--- config.mk ---
export PLATFORM = sky130hd
export DESIGN_NAME = uart_tx_tick
export DESIGN_NICKNAME = d
export VERILOG_FILES = /design/src/rtl/uart_pkg.sv /design/src/rtl/uart_tx_tick.sv
export SDC_FILE = /design/constraint.sdc
export NUM_CORES = 1
export LEC_CHECK = 0
export ABC_AREA = 1
export BUFFER_PORTS_ARGS = -buffer_cell sky130_fd_sc_hd__buf_2
export CAP_MARGIN = 20
export CORE_UTILIZATION = 30
export CTS_CLUSTER_DIAMETER = 200
export DETAILED_ROUTE_END_ITERATION = 10
export SLEW_MARGIN = 15
export SYNTH_ARGS = -nofsm -noshare
export SYNTH_HDL_FRONTEND = slang
export SYNTH_SLANG_ARGS = --single-unit
--- constraint.sdc ---
create_clock -name clock -period 1.2 [get_ports clock]
set_input_delay 0.18 -clock clock [delete_from_list [all_inputs] [get_ports clock]]
set_output_delay 0.18 -clock clock [all_outputs]
set_load 0.01 [all_outputs]
--- src/rtl/uart_pkg.sv ---
// Shared UART definitions: frame state encoding and line-level constants,
// used by uart_tx_tick and the planned uart_rx.
package uart_pkg;

   typedef enum logic [2:0] {
      ST_IDLE   = 3'd0,
      ST_ARM    = 3'd1,
      ST_START  = 3'd2,
      ST_DATA   = 3'd3,
      ST_PARITY = 3'd4,
      ST_STOP   = 3'd5
   } uart_state_e;

   localparam logic UART_IDLE_LEVEL    = 1'b1;
   localparam logic UART_START_LEVEL   = 1'b0;
   localparam int   UART_MAX_DATA_BITS = 8;
   localparam int   UART_MIN_DATA_BITS = 5;

endpackage

--- src/rtl/uart_tx_tick.sv ---
// UART transmitter paced by an external one-cycle baud tick; LSB-first frame.
// Define UART_TX_PARITY_EN to insert an even-parity bit after the data bits.
module uart_tx_tick
   import uart_pkg::*;
#(
   parameter int DATA_BITS = 8,
   parameter int STOP_BITS = 1
) (
   input  logic                 clock,
   input  logic                 reset_n,
   input  logic                 baud_tick,
   input  logic [DATA_BITS-1:0] tx_data,
   input  logic                 tx_valid,
   output logic                 tx_ready,
   output logic                 tx,
   output logic                 busy,
   output logic                 done
);

   localparam int CNT_W = $clog2(DATA_BITS + 1);
   localparam logic [CNT_W-1:0] DATA_LAST = CNT_W'(DATA_BITS - 1);
   localparam logic [CNT_W-1:0] STOP_LAST = CNT_W'(STOP_BITS - 1);

   uart_state_e          state_q;
   logic [DATA_BITS-1:0] shift_q;
   logic [DATA_BITS-1:0] shift_d;
   logic [CNT_W-1:0]     cnt_q;
   logic [CNT_W-1:0]     cnt_d;
   logic                 tx_q;
   logic                 ready_q;
   logic                 busy_q;
   logic                 done_q;
   logic                 accept;
`ifdef UART_TX_PARITY_EN
   logic                 parity_q;
`endif

   assign accept  = tx_valid && ready_q;
   assign shift_d = shift_q >> 1;
   assign cnt_d   = cnt_q + CNT_W'(1);

   // Every transition except the accept is gated by baud_tick, so each bit
   // lasts exactly one tick period once the frame leaves ARM.
   always_ff @(posedge clock) begin
      if (!reset_n) begin
         state_q  <= ST_IDLE;
         shift_q  <= '0;
         cnt_q    <= '0;
         tx_q     <= UART_IDLE_LEVEL;
         ready_q  <= 1'b1;
         busy_q   <= 1'b0;
         done_q   <= 1'b0;
`ifdef UART_TX_PARITY_EN
         parity_q <= 1'b0;
`endif
      end else begin
         done_q <= 1'b0;
         case (state_q)
            ST_IDLE: begin
               if (accept) begin
                  shift_q  <= tx_data;
`ifdef UART_TX_PARITY_EN
                  parity_q <= ^tx_data;
`endif
                  state_q  <= ST_ARM;
                  ready_q  <= 1'b0;
                  busy_q   <= 1'b1;
               end
            end
            ST_ARM: begin
               if (baud_tick) begin
                  state_q <= ST_START;
                  tx_q    <= UART_START_LEVEL;
               end
            end
            ST_START: begin
               if (baud_tick) begin
                  state_q <= ST_DATA;
                  cnt_q   <= '0;
                  tx_q    <= shift_q[0];
               end
            end
            ST_DATA: begin
               if (baud_tick) begin
                  shift_q <= shift_d;
                  cnt_q   <= cnt_d;
                  tx_q    <= shift_d[0];
                  if (cnt_q == DATA_LAST) begin
                     cnt_q   <= '0;
`ifdef UART_TX_PARITY_EN
                     state_q <= ST_PARITY;
                     tx_q    <= parity_q;
`else
                     state_q <= ST_STOP;
                     tx_q    <= UART_IDLE_LEVEL;
`endif
                  end
               end
            end
`ifdef UART_TX_PARITY_EN
            ST_PARITY: begin
               if (baud_tick) begin
                  state_q <= ST_STOP;
                  tx_q    <= UART_IDLE_LEVEL;
               end
            end
`endif
            ST_STOP: begin
               if (baud_tick) begin
                  if (cnt_q == STOP_LAST) begin
                     state_q <= ST_IDLE;
                     ready_q <= 1'b1;
                     busy_q  <= 1'b0;
                     done_q  <= 1'b1;
                  end else begin
                     cnt_q <= cnt_d;
                  end
               end
            end
            default: begin
               state_q <= ST_IDLE;
               cnt_q   <= '0;
               tx_q    <= UART_IDLE_LEVEL;
               ready_q <= 1'b1;
               busy_q  <= 1'b0;
            end
         endcase
      end
   end

   assign tx       = tx_q;
   assign tx_ready = ready_q;
   assign busy     = busy_q;
   assign done     = done_q;

endmodule

==> flow_summary.json, run 1 <==
{
  "synth_compound_area_share_pct": 11.5,
  "core-area_um2": 3420,
  "ant_nets": 0,
  "wire_per_inst_um": 10.9,
  "dpl_cell_area_um2": 1350,
  "grt_max_degree": 14,
  "fmax_mhz": 781,
  "area_growth_pct": 40.7,
  "io_buffers": 15,
  "report.power.total_mw": 3.74,
  "numCtsBuffers": 3,
  "switchingPower_mw": 1.73,
  "syn_nets": 181,
  "final-hold-violation-count": 0,
  "path_common_cell": "nor2_4",
  "start_kind": "flop",
  "reg2reg_from": "state_q[1]",
  "die_height_um": 62.6,
  "synth_top_family_by_area": "simple AND/OR/NAND/NOR gates",
  "p_int_mw": 2.01,
  "p_comb_share_pct": 62.7,
  "cp_num_buf_inv": 1,
  "power_frac_clock_pct": 9.0,
  "worst_slack_ns": -0.0796,
  "cap_viol_max_count": 0,
  "place_ws_ns": -0.124,
  "io_pins": 16,
  "vias_per_cell": 4.55,
  "hold_slack_ns": 0.169,
  "antenna_cells": 0,
  "period_minus_slack_ns": 1.28,
  "ctsHoldBuffers": 0,
  "seqPwrFrac_pct": 28.3,
  "rr_endpoint": "cnt_q[1]",
  "initial_core_util_pct": 32.3,
  "die_w_um": 62.6,
  "fin_skew_ns": 0.00897,
  "fin_tns_setup_ns": -0.380,
  "hold_path_class": "primary input to flop",
  "crit_slowest_cell": "dfxtp_4",
  "final_cells": 248,
  "drv_slew": 0,
  "switching_share_pct": 46.3,
  "holdPathEnd": "shift_q[7]",
  "crit_type": "flop to flop",
  "hold_path_startpoint": "tx_data[7]",
  "synth_area_um2": 1100,
  "synthMuxAreaShare_pct": 0,
  "path_clk_slew_ns": 0.11,
  "utilization_pct": 45.4,
  "design.die.area_um2": 3920,
  "reg2reg_depth": 7,
  "p_per_area_nw_per_um2": 2410,
  "htreeDepth": 1,
  "crit_family": "simple AND/OR/NAND/NOR gates",
  "power.leakage_nw": 0.728,
  "cp_cell_sequence": "inv_4 > nand3_4 > nor2_4 > nor2_4 > nand2_4 > o21ai_1 > nor2_1",
  "nets": 217,
  "status": "finished with violations",
  "drive_gt1_share_pct": 43.6,
  "drc_errors": 0,
  "routabilityCongestion": 0.793,
  "yosys.area.top_type": "dfxtp_1",
  "track_usage_pct": 13.6,
  "grt.overflow.total": 0,
  "slowest_delay_ns": 0.44,
  "synth_top_cell_area_share_pct": 34.5,
  "ys_warn_count": 0,
  "worstHoldPathCells": 3,
  "synthCells": 167,
  "antenna_found_initial": 0,
  "violations": "setup timing",
  "critPathCaptureType": "flop",
  "row_count": 21,
  "reg2reg_slack_ns": -0.08,
  "dpl.hpwl_um": 1870,
  "critPathRequiredTime_ns": 1.40,
  "cts_sinks": 19,
  "postLayoutCellArea_um2": 1550,
  "dp.cells": 241,
  "n_fill_cell": 344,
  "rsz0062_at_grt": "yes",
  "synth_fa_ha_area_share_pct": 2.27,
  "ys_top_cells_by_area": "dfxtp_1 35%, nand2_1 16%, nor2_1 9.5%",
  "cts_buffer_depth": 2,
  "crit_fanout": 8,
  "cp.arrival_ns": 1.48,
  "vias": 1128,
  "drtPass1Iterations": 4,
  "grt_first_pass_wirelength_um": 4250,
  "finalSetupViolations": 7,
  "cts_tree": "built",
  "multi_input_area_um2": 768,
  "synth.avg_cell_area_um2": 6.60,
  "synth_seq_cells": 19,
  "grt_pass1_vias": 963,
  "clk_latency_ns": 0.30,
  "yosys.area_share.simple_pct": 43.9,
  "fin_crit_sh_pct": 107,
  "synth_xor_area_share_pct": 0,
  "tightestPinTransition_ns": 0.226,
  "synth_cell_types": 25,
  "synth-seq-area-share_pct": 34.5,
  "drt-initial-drc-count": 55,
  "seqCellArea_um2": 392,
  "cts-root-buf": "clkbuf_4",
  "wirelength_um": 2710,
  "max-vdd-ir-drop_mv": 0.961,
  "maxSlewHeadroom_pct": 84.8
}
[cells in the mapped netlist]
library cell and count:
inv_4 1, o21ai_1 3, clkbuf_2 1, ha_1 2
inv_1 13, inv_2 3, nor2_8 1, a21boi_1 1
nor2_4 2, nor4_1 1, nand3b_1 1, o21ai_2 1
a21oi_1 7, nand2_1 46, buf_4 2, nor2_1 28
nand3_4 1, nand4_1 1, nor2_2 2, nand2_2 5
dfxtp_1 19, nor3_1 1, nand2_4 2, o21ai_0 12
nand3_1 11
[layer usage]
metal	routed length [um]	global-route usage, %
met5	0	0
met4	49	4.07
met3	147	3.65
met2	1230	20.4
met1	1280	18.7
[flip-flops by register name, indices dropped and copies added (netlist names)]
name / flops
tx: 1
tx_ready: 1
busy: 1
shift_q: 8
state_q: 3
cnt_q: 4
done: 1
[layout make-up]
class,count,share of cell area [%]
clock buffers,4,1.69
inverters,17,5.08
multi-input cells,128,49.5
flip-flops and latches,19,25.2
well taps,46,3.71
repair buffers,34,14.8
[how the worst max path moves through the flow]
stage / startpoint / to / slack (ns) / depth (start not counted)
after detailed placement: state_q[0] / shift_q[2] / -0.12 / 7
after global placement: cnt_q[0] / cnt_q[0] / -0.12 / 8
final: state_q[1] / cnt_q[1] / -0.08 / 7
after global routing: cnt_q[0] / state_q[0] / -0.16 / 8
after CTS: cnt_q[0] / cnt_q[0] / -0.03 / 8
after floorplan: cnt_q[0] / cnt_q[0] / -0.01 / 8
[repair_timing]
action | in CTS | in global routing
setup endpoints to repair | 18 | 18
gates cloned | 0 | 0
pin swaps | 9 | 13
gates resized for setup | 22 | 32
buffers inserted | 0 | 3
[power groups by stage]
stage / Sequential, mW / Clock [mW] / Combinational (mW)
3_3_place_gp: 1.03 / 0 / 1.84
3_5_place_dp: 1.03 / 0 / 1.83
2_1_floorplan: 0.990 / 0 / 1.29
5_1_grt: 1.09 / 0.371 / 2.58
6_report: 1.06 / 0.336 / 2.34
4_1_cts: 1.05 / 0.351 / 2.03
[cell usage in the layout, fill, tap and decap left out, types with 7 or more instances in the layout]
cell	count
o21ai_1	7
nor2_4	7
nor2_1	19
nand2_1	39
nand2_2	7
inv_1	8
buf_4	16
dfxtp_1	14
nand2_4	7
buf_2	15
nand3_1	10
[tightest hold or removal path, cell delays in order]
cell	delay, ns
buf_2	0.10
nand3_1	0.08
a21oi_1	0.06
[cells by family (layout without fill, tap and decap cells)]
logic type      after synthesis  count (layout)
simple gates                102             102
buf+inv                      20              55
compound gates               24              24
flops                        19              19
fa+ha+maj                     2               2
(Power assumes the default switching activity.)
==> run 2, diff against run 1 <==
Clock period 1.2 ns to 1.61 ns, I/O delays scaled along.
==> run 2 against run 1 <==
  * The run now ends clean
  * First-iteration DRC count is 58% higher
  * Maximum frequency is 11% lower
  * Clock skew is 0.0030 ns higher
  * Power is 43% lower
  * Non-clock buffer count is 17 lower
  * Global-route usage is 0.20 points lower
  * Critical path depth stayed put
  * Hold slack better by 0.090 ns
  * Combinational power is 53% lower
  * Highest routed layer unchanged
==> flow_summary.json, run 2 (synthesis results as in run 1) <==
{
  "status": "complete, no violations",
  "worstHoldPathCells": 5,
  "grt_max_degree": 14,
  "finalSetupViolations": 0,
  "vias": 1034,
  "grt.overflow.total": 0,
  "largest_reg_flops": 8,
  "rr_endpoint": "shift_q[5]",
  "maxSlewHeadroom_pct": 79.6,
  "reg_top3": "shift_q (8), cnt_q (4), state_q (3)",
  "clk_latency_ns": 0.30,
  "rsz0062_at_grt": "no",
  "hold_path_class": "primary input to flop",
  "grt_pass1_vias": 944,
  "start_kind": "flop",
  "reg2reg_depth": 7,
  "die_height_um": 62.6,
  "final-hold-violation-count": 0,
  "max-vdd-ir-drop_mv": 0.614,
  "antenna_found_initial": 0,
  "drc_errors": 0,
  "crit_fanout": 10,
  "tightestPinTransition_ns": 0.306,
  "numCtsBuffers": 3,
  "drtPass1Iterations": 4,
  "worst_slack_ns": 0.180,
  "holdPathEnd": "shift_q[4]",
  "fin_skew_ns": 0.0119,
  "place_ws_ns": 0.182,
  "cts_sinks": 19,
  "hold_path_startpoint": "tx_data[4]",
  "cts-root-buf": "clkbuf_4",
  "wire_per_inst_um": 10.3,
  "nets": 200,
  "vias_per_cell": 4.48,
  "core-area_um2": 3420,
  "ctsHoldBuffers": 0,
  "htreeDepth": 1,
  "mostFrequentLayoutCell": "nand2_1",
  "path_clk_slew_ns": 0.12,
  "period_minus_slack_ns": 1.43,
  "routabilityCongestion": 0.808,
  "design.die.area_um2": 3920,
  "row_count": 21,
  "initial_core_util_pct": 32.3,
  "ant_nets": 0,
  "area_growth_pct": 14.1,
  "critPathRequiredTime_ns": 1.81,
  "dpl.hpwl_um": 1780,
  "io_pins": 16,
  "critPathCaptureType": "flop",
  "fin_tns_setup_ns": 0,
  "io_buffers": 15,
  "ctsResizeCount": 0,
  "cts_tree": "built",
  "die_w_um": 62.6,
  "cp.arrival_ns": 1.63,
  "drt-initial-drc-count": 87,
  "crit_type": "flop to flop",
  "drive_gt1_share_pct": 21.1,
  "drv_slew": 0,
  "reg2reg_from": "state_q[1]",
  "cap_viol_max_count": 0,
  "top_register": "shift_q",
  "antenna_cells": 0,
  "cts_buffer_depth": 2,
  "post_cts_buffers": 0,
  "p_per_area_nw_per_um2": 1700,
  "power.leakage_nw": 0.620,
  "mostFrequentLayoutCells": "46 x nand2_1, 28 x nor2_1, 18 x dfxtp_1",
  "reg2reg_slack_ns": 0.18,
  "wirelength_um": 2390,
  "track_usage_pct": 13.4,
  "fmax_mhz": 699,
  "grt_first_pass_wirelength_um": 4180,
  "fin_crit_sh_pct": 88.8
}
run 2: cell count changes in the layout (fill, tap and decap cells not counted), moves of 3 or more:
| cell | change |
|---|---|
| buf_6 | -3 |
| nand2_1 | +7 |
| buf_4 | -14 |
| nor2_4 | -5 |
| nor2_2 | -4 |
| nor2_1 | +9 |
| o21ai_1 | -4 |
| inv_1 | +5 |
| o21ai_0 | +6 |
| dfxtp_1 | +4 |
| nand2_4 | -5 |
run 2: where the power goes:
part / leakage (nW) / switching [mW] / internal, mW / total (mW)
combinational: 0.449 / 0.716 / 0.395 / 1.11
clock: 0.0150 / 0.151 / 0.0964 / 0.247
sequential: 0.156 / 0.139 / 0.635 / 0.774
total: 0.620 / 1.01 / 1.13 / 2.13
run 2: stage by stage:
| step | utilization, % | cells | hold slack, ns | power [mW] | area (um2) |
|---|---|---|---|---|---|
| 3_5_place_dp | 36.0 | 227 | 0.459 | 1.89 | 1230 |
| 2_1_floorplan | - | 167 | 0.377 | 1.65 | 1100 |
| 5_1_grt | 36.8 | 231 | 0.281 | 2.36 | 1260 |
| 4_1_cts | 36.8 | 231 | 0.247 | 2.15 | 1260 |
| 3_3_place_gp | 36.0 | 227 | 0.462 | 1.90 | 1230 |
| 6_report | 36.8 | 231 | 0.259 | 2.13 | 1260 |
run 2: area by class of cell:
cell class,instances,area [um2]
fill,386,2160
multi-input combinational,128,636
sequential,19,382
timing repair buffer,17,90.1
inverter,17,66.3
tap,46,57.6
clock buffer,4,26.3
run 2: metal layers:
layer | global-route usage [%] | up-vias | wire length (um)
met5 | 0 | - | 0
met2 | 20.9 | 25 | 1040
met3 | 4.56 | 2 | 145
met4 | 2.62 | 0 | 21
li1 | - | 566 | -
met1 | 17.7 | 441 | 1180
run 2: worst max-delay path, cell delays in order (launching register included):
cell and delay, ns:
dfxtp_1 0.51, nand2_2 0.15, nor2_8 0.20, nand2_2 0.09, nand2_4 0.11, inv_2 0.08
nor2_1 0.12, nor2_1 0.05
run 2: how the worst max path moves through the flow:
stage | startpoint | endpoint
after floorplan | cnt_q[0] | cnt_q[0]
after global placement | state_q[1] | shift_q[5]
after detailed placement | state_q[1] | shift_q[5]
after CTS | state_q[0] | shift_q[5]
after global routing | state_q[2] | shift_q[7]
final | state_q[1] | shift_q[5]
